$ cat src/rtl/alu_pkg.sv
// Shared ALU types: result bundle, data width and default buffer depth.
package alu_pkg;

    localparam int ALU_W = 8;
    localparam int ALU_RES_DEPTH = 4;

    typedef struct packed {
        logic             c;
        logic [ALU_W-1:0] z;
    } alu_res_t;

    function automatic logic alu_res_par(alu_res_t r);
        return ^r;
    endfunction

endpackage

$ cat src/rtl/alu_res_mem.sv
// Register-array storage for the ALU result buffer.
// Synchronous write port, asynchronous read port, no reset on contents.
module alu_res_mem #(
    parameter int DEPTH = 4,
    parameter int W     = 9,
    localparam int AW   = $clog2(DEPTH)
) (
    input  logic          clk,
    input  logic          we,
    input  logic [AW-1:0] waddr,
    input  logic [W-1:0]  wdata,
    input  logic [AW-1:0] raddr,
    output logic [W-1:0]  rdata
);

    logic [W-1:0] mem_q [DEPTH];

    always_ff @(posedge clk) begin
        if (we) begin
            mem_q[waddr] <= wdata;
        end
    end

    assign rdata = mem_q[raddr];

endmodule

$ cat src/rtl/alu_result_buffer.sv
// In-order result FIFO between the ALU and its consumer, push/stop handshake.
// Define ALU_RES_PARITY_EN to store a per-entry even-parity bit and add parout.
module alu_result_buffer
    import alu_pkg::*;
#(
    parameter int DEPTH = ALU_RES_DEPTH,
    parameter int CNTW  = 8
) (
    input  logic                       clk,
    input  logic                       rst,
    input  logic                       pushin,
    input  logic                       cin,
    input  logic [ALU_W-1:0]           zin,
    output logic                       stopout,
    output logic                       pushout,
    output logic                       cout,
    output logic [ALU_W-1:0]           z,
`ifdef ALU_RES_PARITY_EN
    output logic                       parout,
`endif
    input  logic                       stopin,
    output logic [$clog2(DEPTH+1)-1:0] level,
    output logic [CNTW-1:0]            carry_cnt,
    output logic                       drop_err
);

    localparam int AW = $clog2(DEPTH);
    localparam int LW = $clog2(DEPTH+1);
    localparam int RW = $bits(alu_res_t);
`ifdef ALU_RES_PARITY_EN
    localparam int EW = RW + 1;
`else
    localparam int EW = RW;
`endif

    logic [AW-1:0]   wr_ptr_q, wr_ptr_d;
    logic [AW-1:0]   rd_ptr_q, rd_ptr_d;
    logic [LW-1:0]   level_q, level_d;
    logic [CNTW-1:0] carry_cnt_q, carry_cnt_d;
    logic            drop_err_q, drop_err_d;

    logic            accept;
    logic            release_en;
    alu_res_t        wr_res;
    alu_res_t        rd_res;
    logic [EW-1:0]   wdata;
    logic [EW-1:0]   rdata;

    // Flags come only from registered level so no input reaches an output.
    assign stopout    = (level_q == LW'(DEPTH));
    assign pushout    = (level_q != '0);
    assign accept     = pushin & ~stopout;
    assign release_en = pushout & ~stopin;

    assign wr_res = '{c: cin, z: zin};
`ifdef ALU_RES_PARITY_EN
    assign wdata = {alu_res_par(wr_res), wr_res};
`else
    assign wdata = wr_res;
`endif

    alu_res_mem #(
        .DEPTH (DEPTH),
        .W     (EW)
    ) u_mem (
        .clk   (clk),
        .we    (accept),
        .waddr (wr_ptr_q),
        .wdata (wdata),
        .raddr (rd_ptr_q),
        .rdata (rdata)
    );

    // Storage is not reset, so the head is masked while empty.
    assign rd_res = alu_res_t'(rdata[RW-1:0]);
    assign cout   = pushout & rd_res.c;
    assign z      = pushout ? rd_res.z : '0;
`ifdef ALU_RES_PARITY_EN
    assign parout = pushout & rdata[EW-1];
`endif

    always_comb begin
        wr_ptr_d    = wr_ptr_q;
        rd_ptr_d    = rd_ptr_q;
        level_d     = level_q;
        carry_cnt_d = carry_cnt_q;
        drop_err_d  = drop_err_q;
        if (accept) begin
            wr_ptr_d = wr_ptr_q + AW'(1);
        end
        if (release_en) begin
            rd_ptr_d = rd_ptr_q + AW'(1);
        end
        unique case ({accept, release_en})
            2'b10:   level_d = level_q + LW'(1);
            2'b01:   level_d = level_q - LW'(1);
            default: level_d = level_q;
        endcase
        if (accept && cin && (carry_cnt_q != '1)) begin
            carry_cnt_d = carry_cnt_q + CNTW'(1);
        end
        if (pushin && stopout) begin
            drop_err_d = 1'b1;
        end
    end

    always_ff @(posedge clk) begin
        if (!rst) begin
            wr_ptr_q    <= '0;
            rd_ptr_q    <= '0;
            level_q     <= '0;
            carry_cnt_q <= '0;
            drop_err_q  <= 1'b0;
        end else begin
            wr_ptr_q    <= wr_ptr_d;
            rd_ptr_q    <= rd_ptr_d;
            level_q     <= level_d;
            carry_cnt_q <= carry_cnt_d;
            drop_err_q  <= drop_err_d;
        end
    end

    assign level     = level_q;
    assign carry_cnt = carry_cnt_q;
    assign drop_err  = drop_err_q;

endmodule

$ cat config.mk
export PLATFORM = sky130hd
export DESIGN_NAME = alu_result_buffer
export DESIGN_NICKNAME = d
export VERILOG_FILES = /design/src/rtl/alu_pkg.sv /design/src/rtl/alu_res_mem.sv /design/src/rtl/alu_result_buffer.sv
export SDC_FILE = /design/constraint.sdc
export NUM_CORES = 1
export LEC_CHECK = 0
export CORE_UTILIZATION = 45
export CTS_CLUSTER_DIAMETER = 120
export DETAILED_ROUTE_END_ITERATION = 7
export PLACE_DENSITY = 0.72
export SLEW_MARGIN = 40
export SYNTH_ARGS = -nofsm -noshare
export SYNTH_HDL_FRONTEND = slang
export SYNTH_HIERARCHICAL = 1
export SYNTH_SLANG_ARGS = --single-unit
$ cat constraint.sdc
create_clock -name clk -period 2.3 [get_ports clk]
set_input_delay 0.345 -clock clk [delete_from_list [all_inputs] [get_ports clk]]
set_output_delay 0.345 -clock clk [all_outputs]
set_load 0.1 [all_outputs]
==> metrics.md, run 1 <==
| Metric | Value |
|---|---|
| First-pass GRT wire length | approximately 6600 um |
| # setup viols final | 0 |
| Vias per inst | roughly 5.5 |
| DP HPWL | roughly 2800 um |
| Fin crit share | 94.7% |
| Area growth from synthesis to layout | 29.8% |
| Fraction of layout cells with a size suffix above 1 | about a third |
| Post-place setup slack | -0.00885 ns |
| Post-route setup slack | between 0.1 and 0.15 ns |
| Min-delay src | drop_err$_SDFFE_PN0P_ |
| Main flop type after synthesis | edfxtp_1 |
| Worst Reg2Reg Path Length in Cells | 8 |
| Setup CP Type | reg2reg |
| DR iter-0 viols | 45 |
| RSZ-0062 raised after global routing | false |
| Seq/Total Area, Yosys | 64.4% |
| Worst-path clk slew | roughly 0.09 ns |
| All-Layer GR Usage | 17.8% |
| Clock skew | around 0.009 ns |
| Worst Path Arrival | between 2 and 2.5 ns |
| Pleak | around 1.0 nW |
| Peak supply drop | around 0.95 mV |
| HP Class | reg2reg |
| CP max-delay cell | or3b_4 |
| Fraction of registers with async set/reset | 0% |
| Syn Nets | between 150 and 200 |
| CP peak stage delay | about 0.40 ns |
| Worst R2R End | level[2]$_SDFFE_PN0P_ |
| Fin. max-slew vios | 0 |
| Number of clock sinks | 52 |
| Nets@finish | 210 |
| Antenna viol nets, final | 0 |
| Fmax | ~0.46 GHz |
| Status | complete, no violations |
| Post-Route WL | approximately 4000 um |
| Switching portion of total power | 44.0% |
| Critical path required time | approximately 2.5 ns |
| Detailed Routing Iterations Pass 1 | 4 |
| Min cycle time layout | between 2 and 2.5 ns |
| Die width | ~72 um |
| DIE AREA | between 0.005 and 0.006 mm2 |
| EDFF count, synth | 36 |
| TNS Setup | 0 ns |
| Startpoint Class | flip-flop |
| Number of max-cap violations | 0 |
| Worst-Margin Slew | ~0.53 ns |
| Gate Count Post-Synth | around 150 |
| Wire per inst | between 15 and 20 um |
| Synth warnings | 6 |
| Worst rel slew slack | between 60% and 70% |
| Total CTS buffers | 5 |
| Latest clock arrival within the worst-skew pair | approximately 0.3 ns |
| Clk buf depth | 2 |
| Hold path depth | 2 |
| Clock tree root driver cell | clkbuf_8 |
| Avg Cell Area, Syn | 14.4 um2 |
| Overflow after GRT | 0 |
| Hold buffer count at CTS | 0 |
| Worst path cell trace | or3b_4, nand2_4, ha_2, inv_1, fa_1, xor2_1, or3_1, a21oi_2 |
| Post-synthesis register bit count | 52 |
| Area after DPL | 0.00272 mm2 |
| CTS tree | built |
| Total power density per cell area | around 1300 mW/mm2 |
| Reg2Reg Setup Slack | between 0.1 and 0.15 ns |
| Vias in the first global route | 1386 |
| Routed via count | approximately 1400 |
| Seq pwr share | approximately a third |
| CORE AREA | 0.00450 mm2 |
| Buffers on Ports | 35 |
| Post-synthesis cell area | 0.00218 mm2 |
| Final Instance Area | 0.00282 mm2 |
| GP Congestion | 0.791 |
| Std cell rows | 24 |
| Ports | 36 |
| Combinational power share | about 55% |
| H-tree depth | 2 |
| CP bufs+invs | 1 |
| Largest net degree at the start of global routing | 16 |
| WHS Endpoint | drop_err$_SDFFE_PN0P_ |
| Antenna cells | 0 |
| Remaining DRCs | 0 |
| Clock share of power | around 14% |
| Number of distinct library cells after synthesis | 39 |
| Starting density of the core | 48.3% |
| Worst Path Max Fanout | 5 |
| Die H | a little over 70 um |
| Net Switching | roughly 1.6 mW |
| Crit-path leading delay family | simple AND/OR/NAND/NOR gates |
| Worst setup EP type | flip-flop |
| Initial antenna violation count | 0 |
| Power Internal | 2.10 mW |
| Worst r2r src | level[2]$_SDFFE_PN0P_ |
| Final hold vios | 0 |
-- timing repair --
action / in CTS / in global routing
buffers inserted: 0 / 1
gates resized for setup: 0 / 3
endpoints found under the setup margin: 0 / 1
-- layout by cell type, fill, tap and decap left out, types with 2 or more instances in the layout --
cell type	n
xor2_1	4
inv_1	8
nand3_1	4
buf_4	19
a21oi_1	6
edfxtp_1	36
buf_12	11
dfxtp_1	13
dfxtp_4	2
and3_1	2
or4_1	2
or3_1	2
o31ai_1	2
nor3b_1	2
mux4_2	9
nor2b_2	9
and3b_1	2
o21ai_0	3
nand2_1	4
clkdlybuf4s50_1	12
xnor2_1	2
clkbuf_8	6
nor2_1	11
-- per-layer routing --
layer | vias to the layer above | share of wire (%) | wire, um | global-route usage [%]
met3 | 8 | 3.2 | 131 | 3.66
met2 | 26 | 50 | 2060 | 30.1
met1 | 671 | 44 | 1820 | 22.0
li1 | 649 | - | - | -
met4 | 0 | 2.1 | 86 | 8.50
met5 | - | 0 | 0 | 0
-- worst max-delay path by stage --
stage / from / endpoint / slack, ns / depth (start not counted)
3_3_place_gp: stopin / level[2]$_SDFFE_PN0P_ / 0.12 / 8
5_1_grt: level[2]$_SDFFE_PN0P_ / level[2]$_SDFFE_PN0P_ / 0.03 / 8
6_report: level[2]$_SDFFE_PN0P_ / level[2]$_SDFFE_PN0P_ / 0.12 / 8
3_5_place_dp: stopin / level[2]$_SDFFE_PN0P_ / -0.009 / 8
2_1_floorplan: level[2]$_SDFFE_PN0P_ / level[2]$_SDFFE_PN0P_ / 0.004 / 8
4_1_cts: level[0]$_SDFFE_PN0P_ / level[2]$_SDFFE_PN0P_ / 0.01 / 8
-- registers in the layout, indices dropped and copies added, names as in the netlist --
| register | cells |
|---|---|
| carry_cnt | 8 |
| wr_ptr_q | 2 |
| drop_err | 1 |
| level | 3 |
| rd_ptr_q | 2 |
| u_mem/mem_q | 36 |
-- worst register-to-register path: cells and delay by family (launching register included) --
kind / cells / cell delay (ns)
xor+xnor: 1 / 0.16
fa+ha+maj: 2 / 0.57
simple gates: 3 / 0.81
buf+inv: 1 / 0.06
flops: 1 / 0.37
compound gates: 1 / 0.13
-- layout make-up --
type                    count  area [um2]
clock buffers               7        86.3
clock inverters             1        3.75
fillers                   361        1680
inverters                   8        30.0
multi-input cells          85         746
flip-flops and latches     52        1410
well taps                  52        65.1
repair buffers             42         483
-- power by group through the flow --
stage	combinational, mW	sequential, mW	clock [mW]
final	2.04	1.19	0.523
after global routing	2.13	1.20	0.572
after CTS	2.05	1.19	0.532
after detailed placement	2.05	1.21	0
after global placement	2.02	1.20	0
after floorplan	1.24	1.34	0
-- synth_stat cells, types with 2 or more instances --
library cell | n | area [um2]
o21ai_0 | 3 | 15.0
nand3_1 | 4 | 20.0
xor2_1 | 4 | 35.0
and3b_1 | 2 | 17.5
ha_1 | 2 | 25.0
or4_1 | 2 | 15.0
dfxtp_1 | 16 | 320
and3_1 | 2 | 12.5
inv_1 | 8 | 30.0
or3_1 | 2 | 12.5
nor3b_1 | 2 | 15.0
nor2b_1 | 10 | 62.6
nand2_1 | 5 | 18.8
mux4_2 | 9 | 203
buf_6 | 2 | 22.5
clkbuf_1 | 2 | 7.51
o31ai_1 | 2 | 15.0
edfxtp_1 | 36 | 1080
xnor2_1 | 2 | 17.5
nor2_1 | 11 | 41.3
a21oi_1 | 7 | 35.0
-- per-stage QoR --
step / total power [mW] / hold slack [ns] / util [%] / cells
after floorplan: 2.58 / 0.444 / - / 151
after detailed placement: 3.26 / 0.465 / 60.3 / 238
after global routing: 3.90 / 0.538 / 62.7 / 247
after CTS: 3.77 / 0.497 / 62.3 / 246
after global placement: 3.22 / 0.453 / 60.3 / 238
final: 3.75 / 0.489 / 62.7 / 247
-- kinds of logic after synthesis --
logic type                 share of synthesized area (%)
AOI/OAI and AO/OA                                   5.35
xor gates and xnor gates                            2.42
adders and majority gates                           2.07
and+or+nand+nor                                     12.7
DFF                                                 64.4
buffers and inverters                               3.34
muxes                                               9.78
Power figures use the tool's default switching activity.
==> inputs of run 2 (changes only) <==
clock period = 2 ns   (was 2.3 ns; I/O delays follow)
==> run 2 against run 1 <==
Compared with the run above: count of clock-buffer cells in the layout decreased by 2; via count increased by 4.7%; cell area increased by 5.7%; maximum frequency increased by 9.0%; sequential power increased by 13%; clock power increased by 11%; non-clock buffer count increased by 15; largest power group unchanged; sequential cell count unchanged; global-route usage increased by 0.78 points; combinational power increased by 25%; wire length increased by 2.5%; critical endpoint unchanged.
==> metrics.md, run 2 (same netlist as run 1, synthesis figures left out) <==
| Metric | Value |
|---|---|
| HP Class | reg2reg |
| Total power density per cell area | around 1500 mW/mm2 |
| Clk buf depth | 2 |
| Final Power | between 4 and 5 mW |
| Commonest non-fill, non-tap cell in the layout | edfxtp_1 |
| Worst Path Max Fanout | 2 |
| CORE AREA | between 0.004 and 0.005 mm2 |
| Setup CP Type | reg2reg |
| Detailed Routing Iterations Pass 1 | 4 |
| Most frequent cells in the layout | edfxtp_1 (36), buf_4 (32), clkdlybuf4s50_1 (12), buf_12 (12), nor2_1 (11) |
| Vias in the first global route | 1479 |
| CTS tree | built |
| Area growth from synthesis to layout | 37.1% |
| Overflow after GRT | 0 |
| CP bufs+invs | 1 |
| Antenna cells | 0 |
| Final hold vios | 0 |
| Worst path cell trace | or3b_4, nand2_4, ha_4, inv_2, fa_2, xor2_1, or3_1, a21oi_1 |
| Antenna viol nets, final | 0 |
| Remaining DRCs | 0 |
| Nets@finish | roughly 230 |
| Number of clock sinks | 52 |
| Clock tree root driver cell | clkbuf_8 |
| DR iter-0 viols | 119 |
| First-pass GRT wire length | about 7100 um |
| Routed via count | 1418 |
| Starting density of the core | around half |
| Post-place setup slack | -0.166 ns |
| Clock skew | a little over 0.008 ns |
| Ports | 36 |
| Fmax | approximately 0.5 GHz |
| Fraction of layout cells with a size suffix above 1 | 41.0% |
| Initial antenna violation count | 0 |
| Pleak | about 1.1 nW |
| CP peak stage delay | about 0.40 ns |
| Cells after DPL | roughly 250 |
| Status | complete, no violations |
| # setup viols final | 0 |
| Worst setup EP type | flip-flop |
| Post-route setup slack | 0.00224 ns |
| CP max-delay cell | or3b_4 |
| Startpoint Class | flip-flop |
| All-Layer GR Usage | roughly 19% |
| TNS Setup | 0 ns |
| Die H | roughly 72 um |
| H-tree depth | 2 |
| Layout Cells excl Fill | roughly 260 |
| Peak supply drop | between 0.8 and 0.9 mV |
| DIE AREA | 0.00512 mm2 |
| Fin crit share | approximately 100% |
| DP HPWL | about 3000 um |
| Std cell rows | 24 |
| Worst-Margin Slew | approximately 0.45 ns |
| Crit-path leading delay family | simple AND/OR/NAND/NOR gates |
| Worst Path Arrival | 2.23 ns |
| Min cycle time layout | 2.00 ns |
| Vias per inst | ~5.4 |
| Fin. max-slew vios | 0 |
| Critical path required time | ~2.2 ns |
| Latest clock arrival within the worst-skew pair | roughly 0.3 ns |
| GP Congestion | roughly 0.86 |
| Number of max-cap violations | 0 |
| Largest net degree at the start of global routing | 17 |
| Worst-path clk slew | around 0.090 ns |
| Post-Route WL | 4200 um |
| Die width | around 72 um |
| Total CTS buffers | 5 |
| Largest register FFs | 36 |
| Wire per inst | approximately 16 um |
| Worst rel slew slack | a little over two thirds |
| RSZ-0062 raised after global routing | true |
| Buffers on Ports | 35 |
| Largest Register | u_mem/mem_q |
==> run 2: cell count changes in the layout (fill, tap and decap cells not counted), moves of 2 or more <==
cell / change
nor2b_2: -2
buf_4: +13
dfxtp_2: +2
clkinv_2: +2
inv_1: -2
nor2b_4: +2
dfxtp_1: -3
==> run 2: timing repair <==
action | 4_1_cts | 5_1_grt
buffers inserted | 3 | 2
endpoints found under the setup margin | 8 | 8
hold buffers | 0 | 0
resized for setup | 2 | 6
==> run 2: path summary, 6_finish.rpt <==
check / depth (start not counted) / slack [ns] / from / end
worst max-delay path: 8 / 0.002 / level[0]$_SDFFE_PN0P_ / level[2]$_SDFFE_PN0P_
worst min-delay path: 2 / 0.49 / drop_err$_SDFFE_PN0P_ / drop_err$_SDFFE_PN0P_
worst max register to register: 8 / 0.002 / level[0]$_SDFFE_PN0P_ / level[2]$_SDFFE_PN0P_
worst min register to register: 2 / 0.49 / drop_err$_SDFFE_PN0P_ / drop_err$_SDFFE_PN0P_
==> run 2: per-stage QoR <==
step / area (um2) / hold slack [ns] / utilization [%]
5_1_grt: 2980 / 0.530 / 66.3
3_3_place_gp: 2830 / 0.451 / 62.8
6_report: 2980 / 0.492 / 66.3
3_5_place_dp: 2830 / 0.473 / 62.8
2_1_floorplan: 2240 / 0.399 / -
4_1_cts: 2940 / 0.496 / 65.4
==> run 2: where the power goes <==
part / total (mW) / switching (mW) / internal, mW
clock network: 0.582 / 0.338 / 0.244
logic: 2.56 / 1.56 / 0.998
registers: 1.35 / 0.0584 / 1.29
==> run 2: area by class of cell <==
cell class	count	area, um2
well taps	52	65.1
inverters	8	33.8
repair buffers	57	612
clock inverters	3	18.8
clock buffers	5	68.8
flip-flops and latches	52	1420
fillers	324	1520
multi-input cells	85	769
==> run 2: worst min-delay path, delay by kind of cell, from the launching register on <==
| kind | cells | cell delay, ns |
|---|---|---|
| compound gates | 1 | 0.05 |
| flops | 1 | 0.34 |
| simple gates | 1 | 0.07 |
==> run 2: layer usage <==
layer,wire length [um],vias up,GRT usage (%)
met1,1800,687,23.1
li1,-,680,-
met3,205,6,4.92
met5,0,-,0
met2,2130,45,31.3
met4,64,0,6.97
==> inputs of run 3 (changes only) <==
CAP_MARGIN = 20   (was not set)
==> results of run 3 <==
Final layout, timing and power as in run 2 (identical DEF).
